==> src/rtl/proc_pkg.sv <==
// Shared processor definitions: opcode encodings and the execution sequencer state type.
package proc_pkg;

  localparam logic [5:0] OP_NOP  = 6'h00;
  localparam logic [5:0] OP_ADD  = 6'h01;
  localparam logic [5:0] OP_SUB  = 6'h02;
  localparam logic [5:0] OP_ADDI = 6'h03;
  localparam logic [5:0] OP_SUBI = 6'h04;
  localparam logic [5:0] OP_MLT  = 6'h05;
  localparam logic [5:0] OP_MLTI = 6'h06;
  localparam logic [5:0] OP_BEQ  = 6'h07;
  localparam logic [5:0] OP_JMP  = 6'h08;
  localparam logic [5:0] OP_STIN = 6'h09;
  localparam logic [5:0] OP_LOUT = 6'h0A;

  typedef enum logic [1:0] {
    RUN      = 2'd0,
    MUL      = 2'd1,
    WAIT_IN  = 2'd2,
    WAIT_OUT = 2'd3
  } state_t;

endpackage

==> src/rtl/exec_sequencer_if.sv <==
// Decode/IO-side signals of the execution sequencer; master = decode/IO, slave = sequencer.
interface exec_sequencer_if;
  logic [5:0] opcode;
  logic       in_valid;
  logic       out_ready;
  logic       pc_en;
  logic       wb_en;
  logic       mul_start;
  logic       in_ack;
  logic       out_valid;
  logic       busy;
  logic       illegal;

  modport master (
    output opcode, in_valid, out_ready,
    input  pc_en, wb_en, mul_start, in_ack, out_valid, busy, illegal
  );

  modport slave (
    input  opcode, in_valid, out_ready,
    output pc_en, wb_en, mul_start, in_ack, out_valid, busy, illegal
  );
endinterface

==> src/rtl/exec_sequencer.sv <==
// Multi-cycle execution controller: gates PC advance and register writeback while
// multiplies or switch/LED handshakes are outstanding. Outputs are Mealy, zero latency.
module exec_sequencer
  import proc_pkg::*;
#(
  parameter int MUL_CYCLES = 8,
  parameter int CNT_W      = 4
) (
  input  logic              clk,
  input  logic              rst,
  exec_sequencer_if.slave   bus
);

  state_t           r_state, w_state_nxt;
  logic [CNT_W-1:0] r_cnt,   w_cnt_nxt;

  always_ff @(posedge clk) begin
    if (rst) begin
      r_state <= RUN;
      r_cnt   <= '0;
    end else begin
      r_state <= w_state_nxt;
      r_cnt   <= w_cnt_nxt;
    end
  end

  always_comb begin
    w_state_nxt   = r_state;
    w_cnt_nxt     = r_cnt;
    bus.pc_en     = 1'b0;
    bus.wb_en     = 1'b0;
    bus.mul_start = 1'b0;
    bus.in_ack    = 1'b0;
    bus.out_valid = 1'b0;
    bus.busy      = 1'b0;
    bus.illegal   = 1'b0;
    // Reset masks every strobe so an aborted instruction leaves no trace.
    if (!rst) begin
      bus.busy = (r_state != RUN);
      unique case (r_state)
        RUN: begin
          unique case (bus.opcode)
            OP_NOP, OP_BEQ, OP_JMP: bus.pc_en = 1'b1;
            OP_ADD, OP_SUB, OP_ADDI, OP_SUBI: begin
              bus.pc_en = 1'b1;
              bus.wb_en = 1'b1;
            end
            OP_MLT, OP_MLTI: begin
              bus.mul_start = 1'b1;
              w_cnt_nxt     = CNT_W'(MUL_CYCLES - 2);
              w_state_nxt   = MUL;
            end
            OP_STIN: begin
              if (bus.in_valid) begin
                bus.in_ack = 1'b1;
                bus.wb_en  = 1'b1;
                bus.pc_en  = 1'b1;
              end else begin
                w_state_nxt = WAIT_IN;
              end
            end
            OP_LOUT: begin
              bus.out_valid = 1'b1;
              if (bus.out_ready) bus.pc_en = 1'b1;
              else               w_state_nxt = WAIT_OUT;
            end
            default: begin
              bus.illegal = 1'b1;
              bus.pc_en   = 1'b1;
            end
          endcase
        end
        MUL: begin
          if (r_cnt != '0) begin
            w_cnt_nxt = r_cnt - 1'b1;
          end else begin
            bus.wb_en   = 1'b1;
            bus.pc_en   = 1'b1;
            w_state_nxt = RUN;
          end
        end
        WAIT_IN: begin
          if (bus.in_valid) begin
            bus.in_ack  = 1'b1;
            bus.wb_en   = 1'b1;
            bus.pc_en   = 1'b1;
            w_state_nxt = RUN;
          end
        end
        WAIT_OUT: begin
          bus.out_valid = 1'b1;
          if (bus.out_ready) begin
            bus.pc_en   = 1'b1;
            w_state_nxt = RUN;
          end
        end
        default: w_state_nxt = RUN;
      endcase
    end
  end

endmodule

==> src/flat_wrapper.sv <==
// flat-port wrapper written by rule: the top's interface ports become plain ports
module exec_sequencer_flat import proc_pkg::*;
#(
  parameter int MUL_CYCLES = 8,
  parameter int CNT_W      = 4
)
  (clk, rst, bus_opcode, bus_in_valid, bus_out_ready, bus_pc_en, bus_wb_en, bus_mul_start, bus_in_ack, bus_out_valid, bus_busy, bus_illegal);
  exec_sequencer_if bus_i ();
  input  logic clk;
  input  logic rst;
  input wire logic [$bits(bus_i.opcode)-1:0] bus_opcode;
  input wire logic [$bits(bus_i.in_valid)-1:0] bus_in_valid;
  input wire logic [$bits(bus_i.out_ready)-1:0] bus_out_ready;
  output wire logic [$bits(bus_i.pc_en)-1:0] bus_pc_en;
  output wire logic [$bits(bus_i.wb_en)-1:0] bus_wb_en;
  output wire logic [$bits(bus_i.mul_start)-1:0] bus_mul_start;
  output wire logic [$bits(bus_i.in_ack)-1:0] bus_in_ack;
  output wire logic [$bits(bus_i.out_valid)-1:0] bus_out_valid;
  output wire logic [$bits(bus_i.busy)-1:0] bus_busy;
  output wire logic [$bits(bus_i.illegal)-1:0] bus_illegal;
  assign bus_i.opcode = bus_opcode;
  assign bus_i.in_valid = bus_in_valid;
  assign bus_i.out_ready = bus_out_ready;
  assign bus_pc_en = bus_i.pc_en;
  assign bus_wb_en = bus_i.wb_en;
  assign bus_mul_start = bus_i.mul_start;
  assign bus_in_ack = bus_i.in_ack;
  assign bus_out_valid = bus_i.out_valid;
  assign bus_busy = bus_i.busy;
  assign bus_illegal = bus_i.illegal;
  exec_sequencer #(.MUL_CYCLES(MUL_CYCLES), .CNT_W(CNT_W)) u_core (.clk(clk), .rst(rst), .bus(bus_i));
endmodule
==> config.mk <==
export PLATFORM = sky130hd
export DESIGN_NAME = exec_sequencer_flat
export DESIGN_NICKNAME = d
export VERILOG_FILES = /design/src/rtl/proc_pkg.sv /design/src/rtl/exec_sequencer_if.sv /design/src/rtl/exec_sequencer.sv /design/src/flat_wrapper.sv
export SDC_FILE = /design/constraint.sdc
export NUM_CORES = 1
export LEC_CHECK = 0
export ABC_CLOCK_PERIOD_IN_PS = 2100
export CORE_MARGIN = 1
export CORE_UTILIZATION = 43
export DETAILED_ROUTE_END_ITERATION = 8
export PLACE_DENSITY = 0.76
export SLEW_MARGIN = 20
export SYNTH_ARGS = -nofsm -noshare
export SYNTH_HDL_FRONTEND = slang
export SYNTH_SLANG_ARGS = --single-unit
==> constraint.sdc <==
create_clock -name clk -period 2.1 [get_ports clk]
set_input_delay 0.42 -clock clk [delete_from_list [all_inputs] [get_ports clk]]
set_output_delay 0.42 -clock clk [all_outputs]
set_load 0.01 [all_outputs]
### After elaboration in Yosys (flattened, before gate mapping)

Cells that the tools add are included.

| word-level totals | value |
|---|---|
| output and inout port bits | 7 |
| register bits after elaboration | 6 |
| word-level logic and storage cells | 66 |
| input port bits | 10 |

| operators by class | value |
|---|---|
| multiplexer cells | 32 |
| add/subtract/negate cells | 1 |
| eq/ne operators | 21 |
| reductions and logical operators | 10 |

Operator list:

| kind | number |
|---|---|
| $eq A6 B3 Y1 const B | 4 |
| $eq A6 B4 Y1 const B | 3 |
| $mux W1 | 16 |
| $eq A6 B2 Y1 const B | 2 |
| $reduce_or A11 Y1 | 1 |
| $mux W2 | 5 |
| $mux W4 | 2 |
| $ne A2 B2 Y1 const B | 4 |
| $pmux W2 S4 | 1 |
| $pmux W4 S2 | 1 |
| $eq A6 B1 Y1 const B | 1 |
| $logic_not A6 Y1 | 1 |
| $ne A3 B3 Y1 const B | 2 |
| $pmux W1 S2 | 3 |
| $pmux W1 S3 | 2 |
| $pmux W2 S3 | 1 |
| $reduce_and A6 Y1 | 1 |
| $eq A2 B2 Y1 const B | 2 |
| $ne A4 B4 Y1 const B | 1 |
| $pmux W1 S4 | 1 |
| $reduce_bool A2 Y1 | 2 |
| $reduce_bool A4 Y1 | 1 |
| $reduce_or A4 Y1 | 1 |
| $sub A4 B1 Y4 const B | 1 |
| 5 further kinds | 5 |

### Depth between registers and ports, before layout

| logic depth | value |
|---|---|
| depth after elaboration | 5 |
| depth in mapped cells | 6 |
| gate-level depth less buffers | 6 |

### Least setup slack after synthesis

No wires, ideal clock.

| timing path | value |
|---|---|
| path type | register to output |
| start point | reg u_core.r_state[0] |
| end point | out bus_mul_start |
| stages on the path, launching flop included | 6 |
| setup slack | 23 ps |
| data arrival time | 1657 ps |
| path buffers | 0 |
| required time | 1680 ps |
| path through | dfxtp_1 > inv_1 > ha_1 > or4b_4 > or3_2 > nor2_1 |

| on the way | value |
|---|---|
| word-level cells in the longest chain between the ends | 3 |

Ends and longest elaborated chain:

| item | line | RTL |
|---|---|---|
| from (decl) | exec_sequencer.sv:14 | `state_t r_state, w_state_nxt;` |
| from (signal assigned) | exec_sequencer.sv:22 | `r_state <= w_state_nxt;` |
| $logic_not A2 Y1 | exec_sequencer.sv:40 | `unique case (r_state)` |
| $mux W1 | exec_sequencer.sv:40 |  |
| $mux W1 | exec_sequencer.sv:38 | `if (!rst) begin` |
| to (decl) | flat_wrapper.sv:16 | `output wire logic [$bits(bus_i.mul_start)-1:0] bus_mul_start;` |

Every way passes these cells.

### Worst setup path after layout

Same ends and word-level chain as after synthesis.

==> impl_metrics.ini <==
[floorplanning]
coreArea_sq_mm = 0.00151
dieHeight_um = 42.0
rows = 14
die_w_um = 42.0
io_pins = 17
dieArea_sq_mm = 0.00176
initial_core_util_pct = 45.7

[global_routing]
gr-total-overflow = 0
first_global_vias = 935
grt_usage_pct = 30.3
grt_max_degree = 12
antenna_found_initial = 0
grt_pass1_wl_um = 4090

[yosys]
synth_nets = 106
ys_types = 39
synth_area_per_cell_sq_um = 7.82
synth-seq-cells = 6
yosysSeqAreaShare_pct = 17.5
syn_inst = 88
syn_area_sq_um = 688
synth.area.top_cells = dfxtp_1 (17%), ha_1 (15%), inv_1 (5.5%)
synth_top_area_share_pct = 17.5
synth_warnings = 0
synth_area_leader_cell = dfxtp_1

[cells_and_area]
areaGrowthSynthToFinish_pct = 90.0
layout-drive-gt1-share_pct = 56.0
n_antenna_cell = 0
nets = 170
final_core_util_pct = 86.8

[setup_path]
worst-setup-path-type = reg -> out
cp-start-kind = register
cp_slowest_cell = or4b_4
crit_chain = inv_2 -> ha_4 -> or4b_4 -> or3_4 -> nor2_2 -> buf_2
worstSetupEndpointType = primary output
critPathLaunch = u_core.r_state[0]
required_ns = 1.68
max_stage_delay_ns = 0.46
worstPathMaxFanout = 2
reg2reg_from = u_core.r_state[0]
critical_path_arrival_ns = 1.81

[outcome]
status = finished with violations
failed_checks = negative setup slack

[placement]
portBuffers = 16
dp_hpwl_um = 1750
place.gp.congestion = 0.788
place_ws_ns = -0.782

[clock_network]
cts_tree = yes
cts_buffers = 3
ctsHoldBuffers = 0
insertion_delay_ns = 0.24
clkTransAtPathRegs_ns = 0.04
clock_sinks = 6
root_buffer = clkbuf_4
clockBufferDepth = 2
h-tree-depth = 1

[pwr]
p_leak_nw = 0.635
netSwitchingPower_mw = 0.317
seqPwrFrac_pct = 18.4
ir_drop_v = 0.000417
power_mw = 0.791
switching_share_pct = 40.1
internal_power_mw = 0.474
power_density_mw_per_mm2 = 605
p_clk_share_pct = 13.1
p_comb_share_pct = 68.5

[drt]
drt_iter0_drc = 43
ant_nets = 0
dr_wl_met3_um = 149
drt-pass1-iter-count = 4
drc = 0
top_layer_used = met4
drt-wirelength-per-cell_um = 17.5
met1_length_um = 1050
routed_wl_um = 2900
viasPerCell = 6.05
met2_wirelength_um = 1470
vias = 1004

[timing]
grt_setup_unrepaired = true
min_period_ns = 2.23
worstMarginPinSlew_ns = 0.429
slew_viol_final = 0
fin_skew_ns = 0.00377
fin_tns_setup_ns = -0.278
setup_ws_ns = -0.129
worst_slew_margin_rel_pct = 71.4
holdWs_ns = 0.612
period_share_pct = 106
setup_viol = 3
hold_violations = 0
max_freq_mhz = 449

[worst_hold_path]
min_from = u_core.r_cnt[0]
hp-class = reg -> reg

[run]
drv_cap = 0
## cell type report
cell class / instances / area, sq um
well taps: 16 / 20.0
inverters: 10 / 37.5
clock buffers: 3 / 22.5
flip-flops and latches: 6 / 125
repair buffers: 61 / 468
multi-input cells: 70 / 634
fillers: 83 / 199
## critical path: cells and delay by family, from the launching register on
family	cells	cell delay, ns
simple gates	3	0.88
flops	1	0.32
buf+inv	2	0.21
fa+ha+maj	1	0.15
## logic make-up (layout without fill, tap and decap cells)
family / count (synthesis) / in the layout / synth area share [%]
simple gates: 33 / 33 / 30.9
compound gates: 26 / 26 / 26.7
buf+inv: 12 / 74 / 6.55
fa+ha+maj: 8 / 8 / 14.5
flops: 6 / 6 / 17.5
xor+xnor: 3 / 3 / 3.82
## cell usage after synthesis
| library cell | count |
|---|---|
| clkbuf_1 | 2 |
| o31ai_1 | 5 |
| o21a_1 | 1 |
| or2_2 | 1 |
| a311oi_1 | 1 |
| xnor2_1 | 3 |
| and3_1 | 2 |
| nor3b_1 | 2 |
| dfxtp_1 | 6 |
| a41oi_1 | 2 |
| inv_1 | 10 |
| nor3_1 | 3 |
| nor2b_1 | 1 |
| nand2b_1 | 1 |
| o31a_1 | 1 |
| or4_1 | 1 |
| or4b_4 | 1 |
| o21ai_1 | 1 |
| o21ai_0 | 2 |
| o211ai_1 | 1 |
| nand2_1 | 2 |
| nor4b_1 | 1 |
| a21oi_1 | 6 |
| or3_2 | 1 |
| or3b_2 | 1 |
| nor4b_2 | 1 |
| o41ai_1 | 1 |
| nand4_1 | 2 |
| a222oi_1 | 1 |
| or2_1 | 1 |
| or3_1 | 1 |
| nor2_1 | 7 |
| o21bai_1 | 1 |
| ha_1 | 8 |
| and4_1 | 1 |
| and3b_1 | 2 |
| a221o_1 | 1 |
| nand3_1 | 1 |
| a211oi_1 | 2 |
## final timing paths
kind | to | slack, ns | cells past startpoint
hold / removal | u_core.r_cnt[0] | 0.61 | 3
hold reg to reg | u_core.r_cnt[0] | 0.61 | 3
setup / recovery | bus_mul_start | -0.13 | 6
setup reg to reg | u_core.r_cnt[3] | 0.02 | 7
## metal layers
metal | global-route usage, % | up-vias
li1 | - | 464
met1 | 34.8 | 465
met2 | 52.2 | 51
met3 | 6.03 | 24
met4 | 16.8 | 0
met5 | 0 | -
## state kept, by name (all words and copies together) (netlist names)
signal	flops
u_core.r_cnt	4
u_core.r_state	2
## power by group through the flow
| stage | clock network (mW) | registers, mW | logic (mW) |
|---|---|---|---|
| final | 0.103 | 0.146 | 0.542 |
| after global routing | 0.116 | 0.150 | 0.575 |
| after CTS | 0.106 | 0.144 | 0.469 |
| after detailed placement | 0 | 0.141 | 0.432 |
| after global placement | 0 | 0.140 | 0.422 |
| after floorplan | 0 | 0.143 | 0.204 |
## metrics by stage
stage	instances	area (sq um)
2_1_floorplan	88	688
3_5_place_dp	155	1140
3_3_place_gp	155	1140
4_1_cts	163	1250
5_1_grt	166	1310
6_report	166	1310
## what timing repair did
item,4_1_cts,5_1_grt
setup endpoints to repair,8,8
buffers inserted,5,3
endpoints found under the hold margin,0,0
resized for setup,56,22
pin swaps,8,9
## placed cells by master (no fill, tap or decap), types with 4 or more instances in the layout
cell type and n:
buf_6 6, ha_1 6, a21oi_1 4, inv_2 4, inv_1 6, o31ai_1 5
clkbuf_2 4, buf_4 39, dlygate4sd2_1 4, nor2_1 5, buf_2 6, dfxtp_2 4
(Power assumes the default switching activity.)
